$ cat src/rtl/change_dispenser_if.sv
// Coin hopper link: 4-phase eject handshake plus tube-empty status.
interface change_dispenser_if;
  logic       coin_req;
  logic [1:0] coin_sel;
  logic       coin_ack;
  logic       empty25;
  logic       empty10;
  logic       empty5;

  modport master (
    output coin_req,
    output coin_sel,
    input  coin_ack,
    input  empty25,
    input  empty10,
    input  empty5
  );

  modport slave (
    input  coin_req,
    input  coin_sel,
    output coin_ack,
    output empty25,
    output empty10,
    output empty5
  );
endinterface

$ cat src/rtl/change_dispenser.sv
// Greedy change payout: turns a nickel-count amount into 25c/10c/5c hopper eject requests,
// falling back to smaller coins when a tube is empty and faulting on a stalled handshake.
module change_dispenser #(
  parameter int unsigned AMT_W       = 5,
  parameter int unsigned ACK_TIMEOUT = 1_000_000
) (
  input  logic                clk,
  input  logic                reset_n,
  input  logic                start,
  input  logic [AMT_W-1:0]    amount,
  change_dispenser_if.master  hopper,
  output logic                busy,
  output logic                done,
  output logic                short,
  output logic                fault,
  output logic [AMT_W-1:0]    remaining
);

  localparam int unsigned CNT_W = (ACK_TIMEOUT > 1) ? $clog2(ACK_TIMEOUT) : 1;

  localparam logic [1:0] SEL_NONE = 2'b00;
  localparam logic [1:0] SEL_5    = 2'b01;
  localparam logic [1:0] SEL_10   = 2'b10;
  localparam logic [1:0] SEL_25   = 2'b11;

  typedef enum logic [2:0] {
    S_IDLE,
    S_SELECT,
    S_REQ,
    S_RELEASE,
    S_DONE
  } state_t;

  state_t             state_q, state_d;
  logic [CNT_W-1:0]   cnt_q, cnt_d;
  logic               req_d;
  logic [1:0]         sel_d;
  logic [AMT_W-1:0]   rem_d;
  logic               short_d, fault_d, busy_d, done_d;
  logic               timeout_c;
  logic [AMT_W-1:0]   coin_val_c;

  assign timeout_c = (cnt_q == CNT_W'(ACK_TIMEOUT - 1));

  // Nickel value of the coin currently being ejected
  always_comb begin
    coin_val_c = '0;
    case (hopper.coin_sel)
      SEL_25:  coin_val_c = AMT_W'(5);
      SEL_10:  coin_val_c = AMT_W'(2);
      SEL_5:   coin_val_c = AMT_W'(1);
      default: coin_val_c = '0;
    endcase
  end

  always_ff @(posedge clk or negedge reset_n) begin
    if (!reset_n) begin
      state_q         <= S_IDLE;
      cnt_q           <= '0;
      hopper.coin_req <= 1'b0;
      hopper.coin_sel <= SEL_NONE;
      remaining       <= '0;
      short           <= 1'b0;
      fault           <= 1'b0;
      busy            <= 1'b0;
      done            <= 1'b0;
    end else begin
      state_q         <= state_d;
      cnt_q           <= cnt_d;
      hopper.coin_req <= req_d;
      hopper.coin_sel <= sel_d;
      remaining       <= rem_d;
      short           <= short_d;
      fault           <= fault_d;
      busy            <= busy_d;
      done            <= done_d;
    end
  end

  always_comb begin
    state_d = state_q;
    req_d   = hopper.coin_req;
    sel_d   = hopper.coin_sel;
    rem_d   = remaining;
    short_d = short;
    fault_d = fault;

    case (state_q)
      S_IDLE: begin
        if (start) begin
          rem_d   = amount;
          short_d = 1'b0;
          fault_d = 1'b0;
          state_d = S_SELECT;
        end
      end

      // A lingering ack from the previous coin holds selection until it clears
      S_SELECT: begin
        if (hopper.coin_ack) begin
          if (timeout_c) begin
            fault_d = 1'b1;
            state_d = S_DONE;
          end
        end else if (remaining == '0) begin
          state_d = S_DONE;
        end else if (remaining >= AMT_W'(5) && !hopper.empty25) begin
          sel_d   = SEL_25;
          req_d   = 1'b1;
          state_d = S_REQ;
        end else if (remaining >= AMT_W'(2) && !hopper.empty10) begin
          sel_d   = SEL_10;
          req_d   = 1'b1;
          state_d = S_REQ;
        end else if (!hopper.empty5) begin
          sel_d   = SEL_5;
          req_d   = 1'b1;
          state_d = S_REQ;
        end else begin
          short_d = 1'b1;
          state_d = S_DONE;
        end
      end

      S_REQ: begin
        if (hopper.coin_ack) begin
          rem_d   = remaining - coin_val_c;
          req_d   = 1'b0;
          sel_d   = SEL_NONE;
          state_d = S_RELEASE;
        end else if (timeout_c) begin
          fault_d = 1'b1;
          req_d   = 1'b0;
          sel_d   = SEL_NONE;
          state_d = S_DONE;
        end
      end

      S_RELEASE: begin
        if (!hopper.coin_ack) begin
          state_d = S_SELECT;
        end else if (timeout_c) begin
          fault_d = 1'b1;
          state_d = S_DONE;
        end
      end

      S_DONE: begin
        state_d = S_IDLE;
      end

      default: begin
        req_d   = 1'b0;
        sel_d   = SEL_NONE;
        state_d = S_IDLE;
      end
    endcase

    busy_d = (state_d != S_IDLE);
    done_d = (state_d == S_DONE);

    // Handshake watchdog restarts whenever the state changes
    if (state_d != state_q || state_q == S_IDLE || state_q == S_DONE) begin
      cnt_d = '0;
    end else begin
      cnt_d = cnt_q + CNT_W'(1);
    end
  end

endmodule

$ cat src/flat_wrapper.sv
// flat-port wrapper written by rule: the top's interface ports become plain ports
module change_dispenser_flat 
#(
  parameter int unsigned AMT_W       = 5,
  parameter int unsigned ACK_TIMEOUT = 1_000_000
)
  (clk, reset_n, start, amount, busy, done, short, fault, remaining, hopper_coin_req, hopper_coin_sel, hopper_coin_ack, hopper_empty25, hopper_empty10, hopper_empty5);
  change_dispenser_if hopper_i ();
  input  logic clk;
  input  logic reset_n;
  input  logic start;
  input  logic [AMT_W-1:0] amount;
  output logic busy;
  output logic done;
  output logic short;
  output logic fault;
  output logic [AMT_W-1:0] remaining;
  output wire logic [$bits(hopper_i.coin_req)-1:0] hopper_coin_req;
  output wire logic [$bits(hopper_i.coin_sel)-1:0] hopper_coin_sel;
  input wire logic [$bits(hopper_i.coin_ack)-1:0] hopper_coin_ack;
  input wire logic [$bits(hopper_i.empty25)-1:0] hopper_empty25;
  input wire logic [$bits(hopper_i.empty10)-1:0] hopper_empty10;
  input wire logic [$bits(hopper_i.empty5)-1:0] hopper_empty5;
  assign hopper_coin_req = hopper_i.coin_req;
  assign hopper_coin_sel = hopper_i.coin_sel;
  assign hopper_i.coin_ack = hopper_coin_ack;
  assign hopper_i.empty25 = hopper_empty25;
  assign hopper_i.empty10 = hopper_empty10;
  assign hopper_i.empty5 = hopper_empty5;
  change_dispenser #(.AMT_W(AMT_W), .ACK_TIMEOUT(ACK_TIMEOUT)) u_core (.clk(clk), .reset_n(reset_n), .start(start), .amount(amount), .hopper(hopper_i), .busy(busy), .done(done), .short(short), .fault(fault), .remaining(remaining));
endmodule
$ cat config.mk
export PLATFORM = sky130hd
export DESIGN_NAME = change_dispenser_flat
export DESIGN_NICKNAME = d
export VERILOG_FILES = /design/src/rtl/change_dispenser_if.sv /design/src/rtl/change_dispenser.sv /design/src/flat_wrapper.sv
export SDC_FILE = /design/constraint.sdc
export NUM_CORES = 1
export LEC_CHECK = 0
export BUFFER_PORTS_ARGS = -buffer_cell sky130_fd_sc_hd__buf_2
export CORE_MARGIN = 2
export CORE_UTILIZATION = 55
export DETAILED_ROUTE_END_ITERATION = 6
export PLACE_DENSITY = 0.84
export SETUP_SLACK_MARGIN = 0.1
export SYNTH_ARGS = -nofsm -noshare
export SYNTH_HDL_FRONTEND = slang
export SYNTH_SLANG_ARGS = --single-unit
$ cat constraint.sdc
create_clock -name clk -period 2.58 [get_ports clk]
set_input_delay 0.645 -clock clk [delete_from_list [all_inputs] [get_ports clk]]
set_output_delay 0.645 -clock clk [all_outputs]
set_load 0.05 [all_outputs]
==> results of run 1 <==
logic make-up after synthesis:
logic type | Yosys count
XOR/XNOR | 18
AO/OA/AOI/OAI | 40
adder cells (fa/ha/maj) | 5
flip-flops | 35
multiplexers | 1
buffers and inverters | 18
AND/OR/NAND/NOR | 97
worst max-delay path by stage:
stage | endpoint | start | cells after the start | slack, ps
3_3_place_gp | u_core.busy | u_core.cnt_q[6] | 5 | 250
3_5_place_dp | u_core.busy | u_core.cnt_q[6] | 5 | 200
5_1_grt | u_core.busy | u_core.cnt_q[6] | 5 | 110
4_1_cts | u_core.busy | u_core.cnt_q[6] | 5 | 190
2_1_floorplan | u_core.busy | u_core.remaining[3] | 5 | 230
6_report | u_core.busy | u_core.cnt_q[6] | 5 | 180
routing by layer:
metal | vias to the layer above | part of all wire | track usage
met5 | - | 0 | 0
met4 | 0 | 0.013 | 0.0652
li1 | 813 | - | -
met1 | 760 | 0.46 | 0.272
met2 | 47 | 0.47 | 0.359
met3 | 6 | 0.056 | 0.0546
area by class of cell:
cell class | instances | area [sq um]
fillers | 282 | 1160
multi-input cells | 161 | 1030
flip-flops and latches | 35 | 876
repair buffers | 27 | 145
well taps | 46 | 57.6
clock inverters | 3 | 43.8
inverters | 11 | 41.3
clock buffers | 5 | 37.5
registers in the layout, summed over array words and instances (netlist names):
name / cells
u_core.busy: 1
u_core.short: 1
u_core.hopper.coin_req: 1
u_core.cnt_q: 20
u_core.hopper.coin_sel: 2
u_core.done: 1
u_core.remaining: 5
u_core.state_q: 3
u_core.fault: 1
power by group through the flow:
stage | Combinational, mW | Sequential (mW) | Clock (mW)
finish | 1.01 | 0.788 | 0.403
global route | 1.10 | 0.809 | 0.445
CTS | 1.01 | 0.785 | 0.417
detailed placement | 0.996 | 0.796 | 0
global placement | 0.979 | 0.793 | 0
floorplan | 0.572 | 0.993 | 0
placed cells by master, fill, tap and decap left out, drive strengths merged, types with 4 or more instances in the layout:
| cell | synthesis | layout |
|---|---|---|
| nand3 | 17 | 17 |
| dfrtp | 35 | 35 |
| buf | 3 | 27 |
| inv | 11 | 11 |
| nor3 | 6 | 6 |
| nand2b | 7 | 7 |
| nor4 | 4 | 4 |
| clkbuf | 4 | 5 |
| xnor2 | 11 | 11 |
| ha | 4 | 4 |
| and3 | 6 | 6 |
| nor2 | 35 | 35 |
| xor2 | 7 | 7 |
| a21oi | 9 | 9 |
| nand2 | 11 | 11 |
==> results.cfg, run 1 <==
[timing]
rsz0062_at_grt = false
period_share = 0.930
setup_viol = 0
fin_setup_tns_ps = 0
hold_violations = 0
drv_slew = 0
holdWs_ps = 352
tightest_slew_ps = 768
fin_skew_ps = 10.1
setup_slack_ps = 182
period_needed_ps = 2400
fmax_mhz = 417
relSlewSlack = 0.488

[global_routing]
grt_pass1_wl_um = 6800
overflow = 0
antenna_found_initial = 0
gr-usage-all-layers = 0.214
grt_max_degree = 36
first_global_vias = 1533

[worst_setup_path]
path_buf_inv = 0
worst_r2r_endpoint = u_core.busy
critical_path_peak_fanout = 6
setup.worst_path.start_class = flop
path_cells = or4_1 -> nor4_4 -> and3_1 -> o22ai_2 -> or4_4
cpMaxStageDelayCell = or4_1
worstReg2RegStart = u_core.cnt_q[6]
cp_slowest_stage_delay_ps = 600
critPathKind = reg -> reg
reg2reg_depth = 5
r2r_slack_ps = 180
crit_path_end_kind = flop
crit_arrival_ps = 2630
cp_top_family = simple AND/OR/NAND/NOR gates
cp.required_ps = 2810

[placed_design]
io_buffers = 23
place_area_sq_um = 2150
placed_cells = 280
dp_hpwl_um = 2780
place_ws_ps = 196
gp_congestion = 0.814

[synth]
synth_xor_area_frac = 0.0794
yosys.area_share.simple = 0.247
synth.largest_area_cell = dfrtp_1
avgSynthCellArea_sq_um = 9.27
synth.mux.area_fraction = 0.00567
synth_seq_cells = 35
ys_top_cells_by_area = dfrtp_1 (44%), nor2_1 (6.6%), xnor2_1 (4.9%), nand3_1 (4.3%), xor2_1 (3.1%)
synth_edf_count = 0
synth_top_family_by_area = simple AND/OR/NAND/NOR gates
ys.warnings.count = 0
synth_cells = 214
ys_async_sr_fraction = 1.00
synth_top_cell_area_share = 0.441
synthAdderAreaFrac = 0.0353
synthFlopType = dfrtp_1
yosysSeqAreaShare = 0.441
synth_cell_types = 44
synth_compound_area_frac = 0.152
synth_nets = 231
synth.top_cells.by_count = dfrtp_1 (35), nor2_1 (35), nand3_1 (17)
mappedNetlistArea_sq_um = 1980

[drt]
drtIter0Drc = 143
first_pass_iters = 4
ant_nets = 0
drc_errors = 0
routed_wl_um = 3940
num_vias = 1626
wl_per_cell_um = 13.7
vias_per_cell = 5.65

[cts]
cts_made_buffers = 5
holdBufCountCts = 0
postCtsSetupRepairBufs = 0
cts_root_buf = clkbuf_4
clock_sinks = 35
clockBufferDepth = 2
cts_tree = done
path_clk_slew_ps = 120
ctsResizeCount = 0
worstSkewPairLatency_ps = 350
cts_max_level = 2

[power_and_ir_drop]
combPwrFrac = 0.458
p_switching_mw = 0.992
switching_share = 0.451
vdd.ir_drop.worst_v = 0.000368
power_per_cell_area_nw_per_um2 = 985
finalPower_mw = 2.20
p_leak_nw = 1.02
p_seq_frac = 0.359
intPower_mw = 1.21
pwr-share-clk = 0.183

[final_layout]
drive_above_1_share = 0.190
stdcell_area_sq_um = 2230
fin_util = 0.659
layout.nets = 258
syn2layout_area_growth_pct = 12.5
diodes = 0
stdcell_count = 288

[die]
core_area_sq_um = 3390
die_w_um = 64.1
rows = 21
die_area_sq_um = 4100
ios = 24
start_util = 0.585
dieHeight_um = 64.1

[flow_run]
maxCapViolations = 0

[run_status]
status = finished clean

[worst_hold_path]
min_path_type = in -> async
Note: power is estimated with default switching activity, not from simulation.
==> inputs of run 2 (changes only) <==
--- a/config.mk
+++ b/config.mk
@@ -7,9 +7,9 @@
 export LEC_CHECK = 0
 export BUFFER_PORTS_ARGS = -buffer_cell sky130_fd_sc_hd__buf_2
 export CORE_MARGIN = 2
-export CORE_UTILIZATION = 55
+export CORE_UTILIZATION = 52
 export DETAILED_ROUTE_END_ITERATION = 6
-export PLACE_DENSITY = 0.84
+export PLACE_DENSITY = 0.83
 export SETUP_SLACK_MARGIN = 0.1
 export SYNTH_ARGS = -nofsm -noshare
 export SYNTH_HDL_FRONTEND = slang
==> constraint.sdc (replaced) <==
create_clock -name clk -period 2 [get_ports clk]
set_input_delay 0.5 -clock clk [delete_from_list [all_inputs] [get_ports clk]]
set_output_delay 0.5 -clock clk [all_outputs]
set_load 0.05 [all_outputs]
==> run 2 against run 1 <==
Against the previous run: the flow now finishes with violations (negative setup slack); cell count increased by 10%; fmax grew 17%; clock skew fell by 3.4 ps; highest routed layer unchanged; die area is 5.4% higher; via count up 12%; worst setup slack got worse by 240 ps; power up 40%; worst hold slack worse by 190 ps; global-route usage is 2.0 points higher; wire length rose by 20%; sequential power is 27% higher; final area increased by 13%.
==> results.cfg, run 2 (same netlist as run 1, synthesis figures left out) <==
[worst_setup_path]
worstReg2RegStart = u_core.cnt_q[6]
startpoint = u_core.cnt_q[6]
setup.worst_path.start_class = flop
crit_path_end_kind = flop
critical_path_peak_fanout = 3
path_cells = or4_4 -> nor4_4 -> a31o_2 -> a21oi_2 -> or4_4
cp.required_ps = 2160
cp_slowest_stage_delay_ps = 550
critPathKind = reg -> reg
crit_arrival_ps = 2210
cp_common_cell = or4_4
cpMaxStageDelayCell = or4_4

[placed_design]
dp_hpwl_um = 3240
place_area_sq_um = 2360
place_ws_ps = -42.8
io_buffers = 23
gp_congestion = 0.895

[power_and_ir_drop]
finalPower_mw = 3.07
power_per_cell_area_nw_per_um2 = 1220
p_leak_nw = 1.15
vdd.ir_drop.worst_v = 0.000689

[cts]
clock_sinks = 35
worstSkewPairLatency_ps = 280
cts_made_buffers = 5
path_clk_slew_ps = 70
cts_max_level = 2
clockBufferDepth = 2
cts_tree = done
cts_root_buf = clkbuf_8

[drt]
drc_errors = 0
num_vias = 1817
vias_per_cell = 5.71
wl_per_cell_um = 14.9
routed_wl_um = 4740
ant_nets = 0
first_pass_iters = 5
drtIter0Drc = 140

[final_layout]
diodes = 0
layout.nets = 286
syn2layout_area_growth_pct = 26.5
stdcell_area_sq_um = 2510
drive_above_1_share = 0.315
largest_reg_flops = 20
fin_util = 0.686
reg_top3 = u_core.cnt_q x20, u_core.remaining x5, u_core.state_q x3
fillers = 295
layout_commonest_cell = nor2_1
largest-register = u_core.cnt_q
final_cell_mix = nor2_1 (34), buf_4 (30), dfrtp_1 (29)

[timing]
tightest_slew_ps = 475
period_needed_ps = 2050
rsz0062_at_grt = true
hold_violations = 0
fin_skew_ps = 6.70
fmax_mhz = 487
setup_slack_ps = -54.2
relSlewSlack = 0.683
setup_viol = 4
fin_setup_tns_ps = -81.9
drv_slew = 0
period_share = 1.03

[global_routing]
grt_pass1_wl_um = 7820
gr-usage-all-layers = 0.234
grt_max_degree = 21
first_global_vias = 1782
antenna_found_initial = 0
overflow = 0

[die]
die_w_um = 65.8
core_area_sq_um = 3660
dieHeight_um = 65.8
ios = 24
rows = 22
die_area_sq_um = 4330
start_util = 0.542

[run_status]
failed_checks = negative setup slack
status = complete, but fails checks

[worst_hold_path]
min_path_type = in -> async

[flow_run]
maxCapViolations = 0
-- run 2: cell count changes in the layout (fill, tap and decap cells not counted), moves of 2 or more --
| cell | before | now |
|---|---|---|
| dfrtp_2 | 0 | 6 |
| nand2b_4 | 0 | 3 |
| clkbuf_1 | 0 | 2 |
| dfrtp_1 | 35 | 29 |
| buf_4 | 4 | 30 |
| clkbuf_8 | 0 | 5 |
| clkbuf_4 | 5 | 0 |
-- run 2: through the flow --
stage / hold WS (ps) / instances
after floorplan: 204 / 214
after global placement: 479 / 304
after detailed placement: 483 / 304
after CTS: 173 / 315
after global routing: 189 / 318
final: 164 / 318
-- run 2: path summary, 6_finish.rpt --
check                                              end  slack [ps]  cells past startpoint
worst max-delay path                       u_core.busy         -50                      5
worst min-delay path               u_core.remaining[1]         160                      1
worst max register to register             u_core.busy         -50                      5
worst min register to register  u_core.hopper.coin_req         520                      1
max in group asynchronous             u_core.cnt_q[18]        1330                      2
min in group clk                   u_core.remaining[0]         490                      3
-- run 2: worst max-delay path: cells and delay by family (launching register included) --
family	cells	cell delay, ps
DFF	1	380
and+or+nand+nor	3	1290
AOI/OAI and AO/OA	2	260
-- run 2: cell type report --
cell class	instances	area, sq um	share of cell area
clock buffers	7	76.3	0.0304
clock inverters	1	5.00	0.00199
inverters	11	41.3	0.0164
multi-input cells	163	1100	0.440
flip-flops and latches	35	883	0.352
well taps	48	60.1	0.0239
repair buffers	53	340	0.136
-- run 2: repair_timing --
item | 4_1_cts | 5_1_grt
pin swaps | 4 | 8
gates resized for setup | 2 | 3
hold buffers | 0 | 0
setup endpoints to repair | 24 | 27
gates cloned | 1 | 1
buffers inserted | 2 | 3
-- run 2: per-layer routing --
metal	vias to the layer above	global-route usage	wire length, um
met3	15	0.0409	233
met4	0	0.0781	87
met1	868	0.274	2060
met5	-	0	0
met2	67	0.428	2360
li1	867	-	-
-- run 2: power breakdown --
part	internal, mW	switching (mW)
Clock	0.244	0.243
Sequential	0.854	0.144
Combinational	0.604	0.981
